[src/rtl/booth_mult_ctrl_pkg.sv]
// Shared definitions for the Booth multiplier controller: FSM states and
// radix-2 recode operations.
package mult_pkg;

  localparam int unsigned WIDTH = 32;

  typedef enum logic [1:0] {
    IDLE = 2'd0,
    RUN  = 2'd1,
    DONE = 2'd2
  } state_t;

  typedef enum logic [1:0] {
    BOOTH_NOP = 2'd0,
    BOOTH_ADD = 2'd1,
    BOOTH_SUB = 2'd2
  } booth_op_t;

  function automatic booth_op_t booth_decode(input logic q0, input logic q_m1);
    case ({q0, q_m1})
      2'b01:   return BOOTH_ADD;
      2'b10:   return BOOTH_SUB;
      default: return BOOTH_NOP;
    endcase
  endfunction

endpackage

[src/rtl/booth_mult_ctrl_recode.sv]
// Combinational radix-2 Booth recode: selects adder operand B / carry-in and
// derives the true sign of the step result for the arithmetic shift.
module booth_recode #(
  parameter int WIDTH = 32
) (
  input  logic             q0,
  input  logic             q_m1,
  input  logic [WIDTH-1:0] m,
  input  logic [WIDTH-1:0] add_a,
  input  logic [WIDTH-1:0] add_sum,
  output logic [WIDTH-1:0] add_b,
  output logic             add_cin,
  output logic             sign
);
  import mult_pkg::*;

  logic v;

  always_comb begin
    add_b   = '0;
    add_cin = 1'b0;
    case (booth_decode(q0, q_m1))
      BOOTH_ADD: add_b = m;
      BOOTH_SUB: begin
        add_b   = ~m;
        add_cin = 1'b1;
      end
      default: ;
    endcase
  end

  // The adder is only 32 bits wide; recover the 33rd (sign) bit from
  // signed overflow instead of the carry-out.
  assign v    = (add_a[WIDTH-1] == add_b[WIDTH-1]) && (add_sum[WIDTH-1] != add_a[WIDTH-1]);
  assign sign = add_sum[WIDTH-1] ^ v;

endmodule

[src/rtl/booth_mult_ctrl.sv]
// Multi-cycle signed multiplier controller sequencing an external 32-bit adder
// through 32 radix-2 Booth steps.
module booth_mult_ctrl #(
  parameter int WIDTH = 32,
  parameter int CNT_W = 6
) (
  input  logic             clock,
  input  logic             reset_n,
  input  logic             start,
  output logic             ready,
  input  logic [WIDTH-1:0] op_a,
  input  logic [WIDTH-1:0] op_b,
  output logic [WIDTH-1:0] add_a,
  output logic [WIDTH-1:0] add_b,
  output logic             add_cin,
  input  logic [WIDTH-1:0] add_sum,
  output logic [WIDTH-1:0] result_lo,
  output logic [WIDTH-1:0] result_hi,
  output logic             overflow,
  output logic             result_valid
);
  import mult_pkg::*;

  state_t           state;
  logic [WIDTH-1:0] m_q, a_q, q_q;
  logic             q_m1;
  logic [CNT_W-1:0] cnt;

  logic [WIDTH-1:0] b_raw;
  logic             cin_raw;
  logic             sign;
  logic [WIDTH-1:0] a_nxt, q_nxt;
  logic             running;

  booth_recode #(.WIDTH(WIDTH)) u_recode (
    .q0      (q_q[0]),
    .q_m1    (q_m1),
    .m       (m_q),
    .add_a   (a_q),
    .add_sum (add_sum),
    .add_b   (b_raw),
    .add_cin (cin_raw),
    .sign    (sign)
  );

  assign running = (state == RUN);
  assign add_a   = running ? a_q   : '0;
  assign add_b   = running ? b_raw : '0;
  assign add_cin = running & cin_raw;

  assign a_nxt = {sign, add_sum[WIDTH-1:1]};
  assign q_nxt = {add_sum[0], q_q[WIDTH-1:1]};

  always_ff @(posedge clock or negedge reset_n) begin
    if (!reset_n) begin
      state        <= IDLE;
      m_q          <= '0;
      a_q          <= '0;
      q_q          <= '0;
      q_m1         <= 1'b0;
      cnt          <= '0;
      ready        <= 1'b1;
      result_lo    <= '0;
      result_hi    <= '0;
      overflow     <= 1'b0;
      result_valid <= 1'b0;
    end else begin
      case (state)
        IDLE: begin
          result_valid <= 1'b0;
          if (start) begin
            m_q   <= op_a;
            a_q   <= '0;
            q_q   <= op_b;
            q_m1  <= 1'b0;
            cnt   <= '0;
            ready <= 1'b0;
            state <= RUN;
          end
        end
        RUN: begin
          a_q  <= a_nxt;
          q_q  <= q_nxt;
          q_m1 <= q_q[0];
          cnt  <= cnt + CNT_W'(1);
          // Results are taken from the final step's shifted value so they
          // are visible in the DONE cycle itself.
          if (cnt == CNT_W'(WIDTH - 1)) begin
            result_hi    <= a_nxt;
            result_lo    <= q_nxt;
            overflow     <= !((&{a_nxt, q_nxt[WIDTH-1]}) || !(|{a_nxt, q_nxt[WIDTH-1]}));
            result_valid <= 1'b1;
            state        <= DONE;
          end
        end
        DONE: begin
          result_valid <= 1'b0;
          ready        <= 1'b1;
          state        <= IDLE;
        end
        default: begin
          result_valid <= 1'b0;
          ready        <= 1'b1;
          state        <= IDLE;
        end
      endcase
    end
  end

endmodule

[config.mk]
export PLATFORM = sky130hd
export DESIGN_NAME = booth_mult_ctrl
export DESIGN_NICKNAME = d
export VERILOG_FILES = /design/src/rtl/booth_mult_ctrl_pkg.sv /design/src/rtl/booth_mult_ctrl_recode.sv /design/src/rtl/booth_mult_ctrl.sv
export SDC_FILE = /design/constraint.sdc
export NUM_CORES = 1
export LEC_CHECK = 0
export CELL_PAD_IN_SITES_DETAIL_PLACEMENT = 1
export CELL_PAD_IN_SITES_GLOBAL_PLACEMENT = 1
export CORE_ASPECT_RATIO = 1.5
export CORE_MARGIN = 1.5
export CORE_UTILIZATION = 33
export CTS_BUF_LIST = sky130_fd_sc_hd__clkbuf_16
export CTS_CLUSTER_DIAMETER = 40
export CTS_CLUSTER_SIZE = 12
export DETAILED_ROUTE_END_ITERATION = 7
export GPL_TIMING_DRIVEN = 0
export PLACE_DENSITY = 0.77
export SKIP_LAST_GASP = 1
export SLEW_MARGIN = 15
export SYNTH_ARGS = -nofsm -noshare
export SYNTH_HDL_FRONTEND = slang
export SYNTH_SLANG_ARGS = --single-unit
[constraint.sdc]
create_clock -name clock -period 1.7 [get_ports clock]
set_input_delay 0.17 -clock clock [delete_from_list [all_inputs] [get_ports clock]]
set_output_delay 0.17 -clock clock [all_outputs]
set_load 0.01 [all_outputs]
Yosys cells after proc, flatten, opt, wreduce, memory -nomap -nowiden
Cells that the tools add are included.
{"block": "word_totals", "register_bits": 172, "inputBits": 99, "out_inout_bits": 132, "wordCells": 58}
{"block": "classes", "addsub": 1, "eq_ne": 10, "mux": 19, "n_bitwise": 4, "reduce_logical": 13}
{"op": "$pmux W32 S2", "count": 3}
{"op": "$mux W32", "count": 4}
{"op": "$reduce_and A33 Y1", "count": 1}
{"op": "$reduce_or A33 Y1", "count": 1}
{"op": "$not A32 Y32", "count": 1}
{"op": "$pmux W6 S2", "count": 1}
{"op": "$reduce_and A2 Y1", "count": 5}
{"op": "$pmux W2 S2", "count": 2}
{"op": "$add A6 B1 Y6 const B", "count": 1}
{"op": "$eq A2 B1 Y1 const B", "count": 3}
{"op": "$eq A6 B5 Y1 const B", "count": 1}
{"op": "$mux W6", "count": 1}
{"op": "$eq A2 B2 Y1 const B", "count": 2}
{"op": "$mux W1", "count": 4}
{"op": "$mux W2", "count": 2}
{"op": "$pmux W1 S2", "count": 2}
{"op": "$logic_not A1 Y1", "count": 2}
{"op": "$logic_not A2 Y1", "count": 1}
{"op": "$ne A2 B1 Y1 const B", "count": 1}
{"op": "$ne A2 B2 Y1 const B", "count": 1}
{"op": "$reduce_bool A2 Y1", "count": 1}
{"op": "$and A1 B1 Y1", "count": 1}
{"op": "$eq A1 B1 Y1", "count": 1}
{"op": "$logic_and A1 B1 Y1", "count": 1}
{"op": "other kinds (4)", "count": 4}

Depth between registers and ports, before layout
Gate-level depths: netlist of the first run.
{"block": "depth", "word_depth": 11, "depth_mapped": 8}

Cells and area by module
Synthesis of the first run repeated with hierarchy kept, for this count alone.
{"block": "unflattened", "cells_unflattened": 636, "hier_area_um2": 7524.7}
{"module": "booth_mult_ctrl", "n_inst": 1, "cells_each": 562, "area_each_um2": 7176.9}
{"module": "booth_recode", "n_inst": 1, "cells_each": 74, "area_each_um2": 347.8}

Worst setup path before layout of the first run
OpenSTA, ideal clock, no wires.
{"block": "synth_timing", "path_kind": "register to register", "from": "register cnt[0]", "to": "register result_hi[0]", "setup_ps": 125, "t_arrival_ps": 1560, "required_ps": 1575, "setup_slack_ps": 15, "stages_incl_launch_ff": 9, "n_path_buf": 2, "synth_period_minus_slack_ps": 1685, "path_cell_list": "dfrtp_1 -> ha_1 -> nand2_1 -> nor3_4 -> nand2_4 -> inv_2 -> buf_12 -> buf_12 -> mux2_4"}
{"block": "synth_via", "elab_chain_len": 2}
{"element": "start: declaration", "line": "booth_mult_ctrl.sv:27", "source": "logic [CNT_W-1:0] cnt;"}
{"element": "start signal: assignment", "line": "booth_mult_ctrl.sv:85", "source": "cnt <= cnt + CNT_W'(1);"}
{"element": "$eq A6 B5 Y1", "line": "booth_mult_ctrl.sv:88", "source": "if (cnt == CNT_W'(WIDTH - 1)) begin"}
{"element": "$reduce_and A2 Y1 (no source line)"}
{"element": "end signal: assignment", "line": "booth_mult_ctrl.sv:89", "source": "result_hi <= a_nxt;"}
{"element": "end: declaration", "line": "booth_mult_ctrl.sv:18", "source": "output logic [WIDTH-1:0] result_hi,"}
Every way passes these cells.
A chain may end at the register's enable or synchronous reset.

Worst setup path in the final report of the first run
{"block": "layout_timing", "from": "register state[0]", "to": "register result_lo[19]"}
{"block": "layout_via", "elab_chain_len": 2}
{"element": "start: declaration", "line": "booth_mult_ctrl.sv:24", "source": "state_t state;"}
{"element": "start signal: assignment", "line": "booth_mult_ctrl.sv:56", "source": "state <= IDLE;"}
{"element": "start signal: assignment", "line": "booth_mult_ctrl.sv:78", "source": "state <= RUN;"}
{"element": "start signal: assignment", "line": "booth_mult_ctrl.sv:93", "source": "state <= DONE;"}
{"element": "$eq A2 B1 Y1", "line": "booth_mult_ctrl.sv:68", "source": "case (state)"}
{"element": "$reduce_and A2 Y1 (no source line)"}
{"element": "end signal: assignment", "line": "booth_mult_ctrl.sv:90", "source": "result_lo <= q_nxt;"}
{"element": "end: declaration", "line": "booth_mult_ctrl.sv:17", "source": "output logic [WIDTH-1:0] result_lo,"}
Every way passes these cells.

==> impl_results.md, run 1 <==
* Die height at 190.0 um
* TritonCTS Buffers at 17
* Slew @ Worst Pin at 0.7685 ns
* Pwr/cell area at 1662 mW/mm2
* Syn avg cell area at 12.06 um2
* Run status: finished, violations left
* Drt pass-1 iters at 4
* Flop-to-flop setup slack at -0.17 ns
* Critical Path Start: state[0]
* Routed Antenna Nets at 0
* Drt drc at 0
* FMAX at 535.5 MHz
* WL/cell at roughly 21 um
* Worst slew margin at 48.77%
* Yosys warning count at 0
* WS Path Type: reg -> reg
* Hold crit path type: in -> reg
* Overflow after GRT at 0
* Failing checks: negative setup slack
* Post-Syn Nets at 738
* First DRT Iteration DRCs at 178
* Max Slew Vio Count at 0
* Initial antenna violation count at 0
* Setup crit start kind: flip-flop
* Final Hold Vio Count at 0
* Layout cells sized above 1 at 39.71%
* H-tree depth at 4
* # fillers at 2338
* Number of global-route vias before repair at roughly 6700
* Fin crit share at 109.8%
* Final WL at between 20000 and 30000 um
* RePlAce Congestion at 0.7823
* Commonest non-fill, non-tap cells in the layout: 169 x dfrtp_1, 163 x clkdlybuf4s50_1, 58 x buf_6, 48 x mux2_2, 46 x mux2_4
* Worst Reg-to-Reg Cells at 10
* Area Overhead vs Synth at 59.91%
* Cells after Synth at between 600 and 700
* Min Tclk post-route at roughly 1.9 ns
* CP endpoint kind: flip-flop
* IO Pins at 231
* Clock skew at roughly 0.009 ns
* DR vias/cell at 5.181
* Reg-to-Reg Start: state[0]
* CP endpoint: result_lo[19]
* Distinct cells, synth at 43
* Max-cap viol count at 0
* CTS Sinks at 172
* Starting Density at 33.49%
* Leak Pwr at 5.253 nW
* CP max FO at 6
* CTS clk-pin slew, worst paths at 0.06 ns
* Commonest non-fill, non-tap cell in the layout: dfrtp_1
* Req. time, crit path at 2.02 ns
* Synth top area share at 55.63%
* Net count, final at 1039
* HPWL after DPL at 16890 um
* Top cells by area, synth: dfrtp_1 56%, mux2_2 7.9%, mux2_4 7.8%
* CTS root buf: clkbuf_16
* Ys flop type: dfrtp_1
* Synth Cell Area at 0.007692 mm2
* Yosys top cell by area: dfrtp_1
* Total Routing Usage GR at 20.79%
* Largest net degree at the start of global routing at 100
* Hold depth at 2
* Input/output buffers at 230
* Clock buffer depth at 2
* Row count at 68
* Diode count at 0
* Reg2Reg Capture Point: result_lo[19]
* Setup WS pre-CTS at -0.5865 ns
* Number of synthesized flops with an enable pin at 0
* TritonCTS clock tree: done
* Core area at 0.02297 mm2
* Setup TNS Final at -9.801 ns
* Die width at 127.7 um
* Peak VDD IR at just under 0.8 mV
* Arr. time, crit path at roughly 2.2 ns
* Die area at 0.02425 mm2
* Yosys reg bits at 172
* Worst skew pair latency at 0.43 ns
* Unrepaired setup endpoints after global routing: true
* Final worst slack at -0.1672 ns
* Post-synthesis async set-or-reset flop share at 100.0%
* Via Count at 6383
* First-pass GRT wire length at 38490 um
* Final setup violation count at 118
* Sequential area share after synthesis at roughly 56%
==> worst min path at each step <==
| stage | start | to | slack [ns] |
|---|---|---|---|
| after floorplan | reset_n | a_q[0] | -0.13 |
| after detailed placement | reset_n | result_hi[11] | 0.26 |
| final | op_a[26] | m_q[26] | 0.34 |
| after global routing | op_a[1] | m_q[1] | 0.33 |
| after global placement | ready | ready | 0.47 |
| after CTS | op_a[1] | m_q[1] | 0.32 |
==> stage by stage <==
| step | power (W) | hold WS, ns | cell area, um2 | cells | util (%) |
|---|---|---|---|---|---|
| finish | 0.02044 | 0.3376 | 12300 | 1232 | 53.55 |
| CTS | 0.01868 | 0.3241 | 11420 | 1209 | 49.72 |
| detailed placement | 0.01425 | 0.2601 | 10380 | 1149 | 45.17 |
| floorplan | 0.01026 | -0.1256 | 7692 | 638 | - |
| global placement | 0.01400 | 0.4701 | 10340 | 1148 | 45.03 |
| global route | 0.02153 | 0.3307 | 12300 | 1232 | 53.55 |
==> synth_stat cells (2+ instances only) <==
cell      instances
nand2_1          39
dfrtp_1         171
mux2_4           40
clkbuf_1         26
nor2b_1           2
a21oi_1          32
buf_12            5
buf_2             7
nor4_1           11
buf_4             5
buf_6             2
a22oi_1          31
o21ai_0          37
nor2_1           69
mux2_2           54
a22o_1           33
nand4_1          11
nand2b_1          5
and2_1           33
mux2_1            2
==> registers in the layout (all words and copies together) (netlist names) <==
register	count
ready	1
result_lo	32
q_m1	1
q_q	32
overflow	1
result_hi	32
m_q	32
cnt	6
a_q	32
result_valid	1
state	2
==> where the power goes <==
part	switching (W)	internal, W
registers	0.00117	0.00560
clock network	0.00166	0.00258
logic	0.00406	0.00536
total	0.00690	0.0135
==> area by class of cell <==
cell class,count,area [um2],share of cell area [%]
multi-input combinational,420,3502,28.47
buffer,38,392.9,3.194
clock buffer,17,425.4,3.458
timing repair buffer,289,3110,25.29
clock inverter,15,205.2,1.668
tap,280,350.3,2.848
inverter,1,6.256,0.05086
sequential,172,4308,35.02
==> critical path, cell delays in order (launching register included) <==
cell     delay, ns
dfrtp_2       0.43
nor2b_4       0.14
buf_8         0.14
buf_6         0.12
nand2_4       0.07
inv_4         0.04
buf_12        0.12
buf_12        0.13
buf_12        0.12
buf_16        0.13
mux2_4        0.29
==> kinds of logic after synthesis <==
kind of cell             after synthesis  synth area share (%)
flip-flops                           172                 55.97
buffers and inverters                 47                 3.904
AO/OA/AOI/OAI                        141                 12.17
AND/OR/NAND/NOR                      179                 11.55
XOR/XNOR                               1                0.1139
adder cells (fa/ha/maj)                1                0.1626
multiplexers                          97                 16.14
==> repair_timing <==
action	4_1_cts	5_1_grt
pin swaps	12	38
setup endpoints to repair	171	198
resized for setup	364	190
gates cloned	7	11
setup buffers	21	22
endpoints found under the hold margin	97	0
hold buffers	1	0
==> per-layer routing <==
metal | part of all wire (%) | wire, um | GRT usage [%] | up-vias
li1 | - | - | - | 2874
met4 | 3.2 | 826 | 8.427 | 0
met2 | 55 | 14270 | 37.40 | 148
met3 | 3.6 | 947 | 4.556 | 42
met1 | 38 | 9917 | 23.75 | 3319
met5 | 0 | 0 | 0 | -
Power figures use the tool's default switching activity.
==> run 2, diff against run 1 <==
--- a/config.mk
+++ b/config.mk
@@ -17,7 +17,7 @@
 export GPL_TIMING_DRIVEN = 0
 export PLACE_DENSITY = 0.77
 export SKIP_LAST_GASP = 1
-export SLEW_MARGIN = 15
+export SLEW_MARGIN = 20
 export SYNTH_ARGS = -nofsm -noshare
 export SYNTH_HDL_FRONTEND = slang
 export SYNTH_SLANG_ARGS = --single-unit
==> run 2 against run 1 <==
Effect of this change:
- the flow still finishes with violations (negative setup slack)
- cell count is 0.73% higher
- clock power hardly changed
- sequential power is 1% higher
- worst hold slack worse by 0.13 ns
- design area is 3.0% higher
- first-iteration DRC count is 2.2% higher
- highest routed layer unchanged
==> impl_results.md, run 2 (synthesized netlist as in run 1, its figures left out) <==
* Run status: finished, violations left
* Failing checks: negative setup slack
* Overflow after GRT at 0 (unchanged)
* Hold crit path type: in -> async
* Req. time, crit path at 1.53 ns (-0.49 ns)
* Max Slew Vio Count at 0 (unchanged)
* Clock skew at 0.007106 ns (-0.001641 ns)
* Diode count at 0 (unchanged)
* CTS clk-pin slew, worst paths at 0.07 ns (about the same)
* Clock share of power at 20.3% (-0.5 points)
* Layout cells sized above 1 at 40.89% (+1.2 points)
* Final worst slack at -0.1597 ns (+0.007544 ns)
* CP endpoint kind: output port
* Worst skew pair latency at 0.44 ns (about the same)
* Register Area at 0.004309 mm2 (about the same)
* HPWL after DPL at 17260 um (+2.2%)
* Area taken by multi-input logic gates at 0.003640 mm2 (+3.9%)
* Internal power contribution at 0.01385 W (+2.2%)
* Total Routing Usage GR at 20.82% (+0.026 points)
* Pwr/cell area at 1654 mW/mm2 (-0.45%)
* Min Tclk post-route at 1.860 ns (-0.007544 ns)
* Slew @ Worst Pin at 0.5281 ns (-0.2404 ns)
* Drt drc at 0 (unchanged)
* Leak Pwr at 5.438 nW (+3.5%)
* Hold WS at 0.2057 ns (-0.1319 ns)
* Share of power burned in registers at 32.9% (-0.3 points)
* Die height at 190.0 um (unchanged)
* Die area at 0.02425 mm2 (unchanged)
* Net switching power figure at 0.007103 W (+3.0%)
* Reg-to-Reg Start: cnt[1]
* H-tree depth at 4 (unchanged)
* Initial antenna violation count at 0 (unchanged)
* WL/cell at 21.48 um (+1.9%)
* Area Overhead vs Synth at 64.66%
* Final setup violation count at 135 (+14%)
* Slowest CP cell: dfrtp_2
* Worst slew margin at 64.79% (+16 points)
* Drt pass-1 iters at 4 (unchanged)
* First DRT Iteration DRCs at 182 (+2.2%)
* RePlAce Congestion at 0.7823 (unchanged)
* Via Count at 6433 (+0.78%)
* Total Power at 0.02095 W (+2.5%)
* Fin crit share at 109.4% (-0.44 points)
* TritonCTS clock tree: done
* CP max FO at 6 (unchanged)
* CTS root buf: clkbuf_16
* Worst Reg-to-Reg Cells at 9 (-1)
* Number of global-route vias before repair at 6802 (+1.3%)
* Unrepaired setup endpoints after global routing: true
* Commonest non-fill, non-tap cells in the layout: 168 x dfrtp_1, 163 x clkdlybuf4s50_1, 60 x mux2_4, 52 x buf_6
* Switching Fraction at 33.90% (+0.17 points)
* Clock buffer depth at 2 (unchanged)
* Max-cap viol count at 0 (unchanged)
* Routed Antenna Nets at 0 (unchanged)
* TritonCTS Buffers at 17 (unchanged)
* Largest net degree at the start of global routing at 75 (-25%)
* FMAX at 537.7 MHz (+0.41%)
* Input/output buffers at 230 (unchanged)
* DR vias/cell at 5.184 (about the same)
* Logic pwr share at 46.9% (+0.8 points)
* Row count at 68 (unchanged)
* Final Hold Vio Count at 0 (unchanged)
* Commonest non-fill, non-tap cell in the layout: dfrtp_1
* Final WL at 26660 um (+2.7%)
* Peak VDD IR at 0.7551 mV (-3.0%)
* WS Path Type: reg -> out
* Crit-path cells: nor2b_4 -> buf_12 -> buf_8 -> a21oi_4 -> nor2_4 -> buf_6
* Reg2Reg Capture Point: result_hi[21]
* CTS Sinks at 172 (unchanged)
* First-pass GRT wire length at 38650 um (+0.41%)
* Layout Utilization at 55.14% (+1.6 points)
* Largest stage delay, worst path at 0.47 ns (+0.04 ns)
* Setup crit start kind: flip-flop
* IO Pins at 231 (unchanged)
* Core area at 0.02297 mm2 (unchanged)
* Net count, final at 1048 (+0.87%)
* # fillers at 2349 (+0.47%)
* Crit path buf inv count at 3 (-4)
* Die width at 127.7 um (unchanged)
* Starting Density at 33.49% (unchanged)
* Flop-to-flop setup slack at -0.11 ns (+0.06 ns)
* Delay-heaviest family, CP: flip-flops
* Arr. time, crit path at 1.69 ns (-0.50 ns)
==> run 2: changes by cell type in the layout (fill, tap and decap cells not counted), sizes merged <==
cell and change:
inv +3, buf +6, clkinvlp +1, clkbuf +4
nand2b -1, clkinv -4
==> run 2: layer usage <==
metal	up-vias	global-route usage, %	share of wire [%]
li1	2892	-	-
met1	3311	23.92	38
met2	180	37.69	55
met3	50	3.684	3.4
met4	0	8.946	3.5
met5	-	0	0
==> run 2: area by class of cell <==
class	instances	share of cell area [%]
Tap cell	280	2.766
Inverter	1	0.06915
Multi-Input combinational cell	419	28.74
Clock buffer	17	3.359
Timing Repair Buffer	299	25.96
Sequential cell	172	34.02
Clock inverter	15	1.630
Buffer	38	3.457
==> run 2: worst register-to-register path: stages (launching register included) <==
cell,delay [ns]
dfrtp_1,0.39
ha_4,0.17
nand2_4,0.05
nor3_4,0.20
nand2_4,0.10
inv_6,0.10
buf_8,0.14
buf_12,0.10
clkbuf_16,0.14
mux2_4,0.30
==> run 2: how the worst max path moves through the flow <==
stage | start | slack (ns) | depth (start not counted) | endpoint
after floorplan | cnt[0] | 0.01 | 8 | result_hi[0]
after global placement | reset_n | -6.90 | 1 | result_lo[8]
after detailed placement | state[0] | -0.59 | 7 | add_a[21]
after CTS | state[1] | -0.16 | 6 | add_b[27]
after global routing | q_m1 | -0.23 | 6 | add_b[26]
final | q_q[0] | -0.16 | 6 | add_b[29]
==> run 2: repair_timing <==
item	CTS	global route
setup endpoints to repair	170	213
hold endpoints to repair	105	0
gates cloned	8	11
hold buffers	1	0
setup buffers	24	23
gates resized for setup	373	212
pin swaps	12	31
==> run 2: stage by stage <==
step	worst slack (ns)	area, um2	instances	setup TNS [ns]
3_3_place_gp	-6.896	10340	1148	-1231.86
5_1_grt	-0.2265	12670	1241	-17.48
6_report	-0.1597	12670	1241	-9.237
3_5_place_dp	-0.5903	10410	1150	-56.38
2_1_floorplan	0.01460	7692	638	0
4_1_cts	-0.1641	11540	1214	-14.88
==> run 2: power groups by stage <==
stage	combinational, W	clock (W)	sequential (W)
2_1_floorplan	0.00358	0	0.00668
3_3_place_gp	0.00736	0	0.00664
3_5_place_dp	0.00755	0	0.00673
4_1_cts	0.00791	0.00433	0.00671
5_1_grt	0.0104	0.00450	0.00707
6_report	0.00982	0.00425	0.00688
==> run 3, diff against run 2 <==
--- a/config.mk
+++ b/config.mk
@@ -9,13 +9,14 @@
 export CELL_PAD_IN_SITES_GLOBAL_PLACEMENT = 1
 export CORE_ASPECT_RATIO = 1.5
 export CORE_MARGIN = 1.5
-export CORE_UTILIZATION = 33
+export CORE_UTILIZATION = 44
 export CTS_BUF_LIST = sky130_fd_sc_hd__clkbuf_16
 export CTS_CLUSTER_DIAMETER = 40
 export CTS_CLUSTER_SIZE = 12
 export DETAILED_ROUTE_END_ITERATION = 7
+export DONT_BUFFER_PORTS = 1
 export GPL_TIMING_DRIVEN = 0
-export PLACE_DENSITY = 0.77
+export PLACE_DENSITY = 0.76
 export SKIP_LAST_GASP = 1
 export SLEW_MARGIN = 20
 export SYNTH_ARGS = -nofsm -noshare
==> run 3 against run 2 <==
Effect of this change:
- largest power group unchanged
- critical path depth fell by 1
- the run ends with negative hold slack, negative setup slack left
- sequential cell count stayed put
- worst hold slack worse by 0.77 ns
- critical endpoint is now add_a[6]
==> impl_results.md, run 3 (synthesized netlist as in run 1, its figures left out) <==
* Run status: finished, violations left
* Failing checks: negative hold slack, negative setup slack
* Fin crit share at 105.8% (-3.6 points)
* Die width at 111.0 um (-13%)
* Diode count at 0 (unchanged)
* Max Slew Vio Count at 0 (unchanged)
* Unrepaired setup endpoints after global routing: true
* Starting Density at 44.72% (+11 points)
* Final WL at 27770 um (+4.2%)
* Final Hold Vio Count at 173 (+173)
* Worst slew margin at 62.52% (-2.3 points)
* Final worst slack at -0.09790 ns (+0.06180 ns)
* Drt pass-1 iters at 4 (unchanged)
* Largest net degree at the start of global routing at 173 (+130%)
* Layout Utilization at 64.87% (+9.7 points)
* Min Tclk post-route at 1.798 ns (-0.06180 ns)
* Overflow after GRT at 0 (unchanged)
* Setup crit start kind: flip-flop
* Hold crit path type: in -> async
* RePlAce Congestion at 0.8094 (+3.5%)
* CTS clk-pin slew, worst paths at 0.08 ns (about the same)
* First-pass GRT wire length at 39990 um (+3.5%)
* Initial antenna violation count at 0 (unchanged)
* First DRT Iteration DRCs at 319 (+75%)
* Layout cells sized above 1 at 41.95% (+1.1 points)
* WS Path Type: reg -> out
* Row count at 59 (-13%)
* TritonCTS clock tree: done
* CP max FO at 5 (-1)
* Die area at 0.01830 mm2 (-25%)
* CTS root buf: clkbuf_16
* Die height at 164.9 um (-13%)
* Routed Antenna Nets at 0 (unchanged)
* Net count, final at 888 (-15%)
* Via Count at 6080 (-5.5%)
* Commonest non-fill, non-tap cells in the layout: 169 x dfrtp_1, 95 x mux2_4, 87 x dlygate4sd3_1, 37 x nand2_1, 37 x o21ai_0
* FMAX at 556.2 MHz (+3.4%)
* CTS Sinks at 172 (unchanged)
* WL/cell at 27.39 um (+27%)
* Hold WS at -0.5688 ns (-0.7745 ns)
* Max-cap viol count at 0 (unchanged)
* Input/output buffers at 0 (-100%)
* Peak VDD IR at 1.119 mV (+48%)
* Req. time, crit path at 1.53 ns (about the same)
* Drt drc at 0 (unchanged)
* Arr. time, crit path at 1.63 ns (-0.06 ns)
* TritonCTS Buffers at 17 (unchanged)
* Total Routing Usage GR at 28.56% (+7.7 points)
* Core area at 0.01720 mm2 (-25%)
* HPWL after DPL at 14730 um (-15%)
* Placed Cells at 851 (-26%)
* Slew @ Worst Pin at 0.5570 ns (+0.02891 ns)
* Number of global-route vias before repair at 6848 (+0.68%)
* Setup TNS Final at -6.182 ns (+3.054 ns)
* Clock skew at 0.01256 ns (+0.005457 ns)
* Commonest non-fill, non-tap cell in the layout: dfrtp_1
* Leak Pwr at 4.755 nW (-13%)
* Final setup violation count at 139 (+3.0%)
* Area Overhead vs Synth at 45.04%
* Worst skew pair latency at 0.43 ns (about the same)
* Total Power at 0.01946 W (-7.1%)
* IO Pins at 231 (unchanged)
* Clock buffer depth at 2 (unchanged)
* H-tree depth at 4 (unchanged)
* Pwr/cell area at 1744 mW/mm2 (+5.4%)
* Final Non-Filler Cells at 1014 (-18%)
* CP endpoint kind: output port
* DR vias/cell at 5.996 (+16%)
## run 3: cell types whose count changed in the layout (fill, tap and decap cells not counted), moves of 8 or more
cell | before | now
nor2_4 | 14 | 34
mux2_4 | 60 | 95
nor2_2 | 24 | 13
buf_6 | 52 | 14
a21oi_1 | 13 | 5
buf_4 | 31 | 19
nor2_1 | 31 | 22
clkdlybuf4s50_1 | 163 | 0
dlygate4sd3_1 | 1 | 87
buf_2 | 21 | 0
mux2_2 | 34 | 1
## run 3: what timing repair did
item,in CTS,in global routing
pin swaps,69,33
gates resized for setup,246,97
setup buffers,35,3
cloned,12,2
endpoints found under the hold margin,289,173
setup endpoints to repair,181,187
hold buffers,86,1
## run 3: metal layers
layer  track usage, %  share of wire [%]  vias to the layer above
met1            29.60                 35                     3157
met5                0                  0                        -
met4            11.66                3.7                        0
li1                 -                  -                     2579
met2            54.21                 55                      279
met3            7.853                5.9                       65
## run 3: worst max-delay path, cell delays in order (launching register included)
cell and delay [ns]:
dfrtp_1 0.40, buf_6 0.12, nor2b_4 0.21, buf_6 0.18, buf_8 0.13, and2_4 0.16
## run 3: path summary, 6_finish.rpt
kind	slack, ns	from	cells past startpoint	end
max in group asynchronous	1.98	reset_n	0	result_lo[22]
setup reg to reg	-0.07	state[1]	8	result_lo[26]
setup / recovery	-0.1	state[1]	5	add_a[6]
min in group clock	0	op_b[1]	2	q_q[1]
hold / removal	-0.57	reset_n	0	result_hi[21]
hold reg to reg	0.52	a_q[28]	1	a_q[28]
## run 3: stage by stage
stage / setup WS (ns) / cell area (um2)
floorplan: 0.01460 / 7692
global placement: -0.1839 / 7959
detailed placement: -0.2624 / 7959
CTS: -0.1356 / 10850
global route: -0.1612 / 11160
finish: -0.09790 / 11160
## run 3: cell type report
cell class / instances / area [um2]
buffer: 42 / 498.0
clock buffer: 17 / 425.4
clock inverter: 15 / 180.2
fill: 1588 / 6043
inverter: 1 / 6.256
multi-input combinational: 419 / 3956
sequential: 172 / 4308
tap: 213 / 266.5
timing repair buffer: 135 / 1516
## run 3: report_power, final
group / internal, W / total [W] / switching [W]
logic: 0.00417 / 0.00796 / 0.00380
registers: 0.00560 / 0.00743 / 0.00183
clock network: 0.00223 / 0.00407 / 0.00183
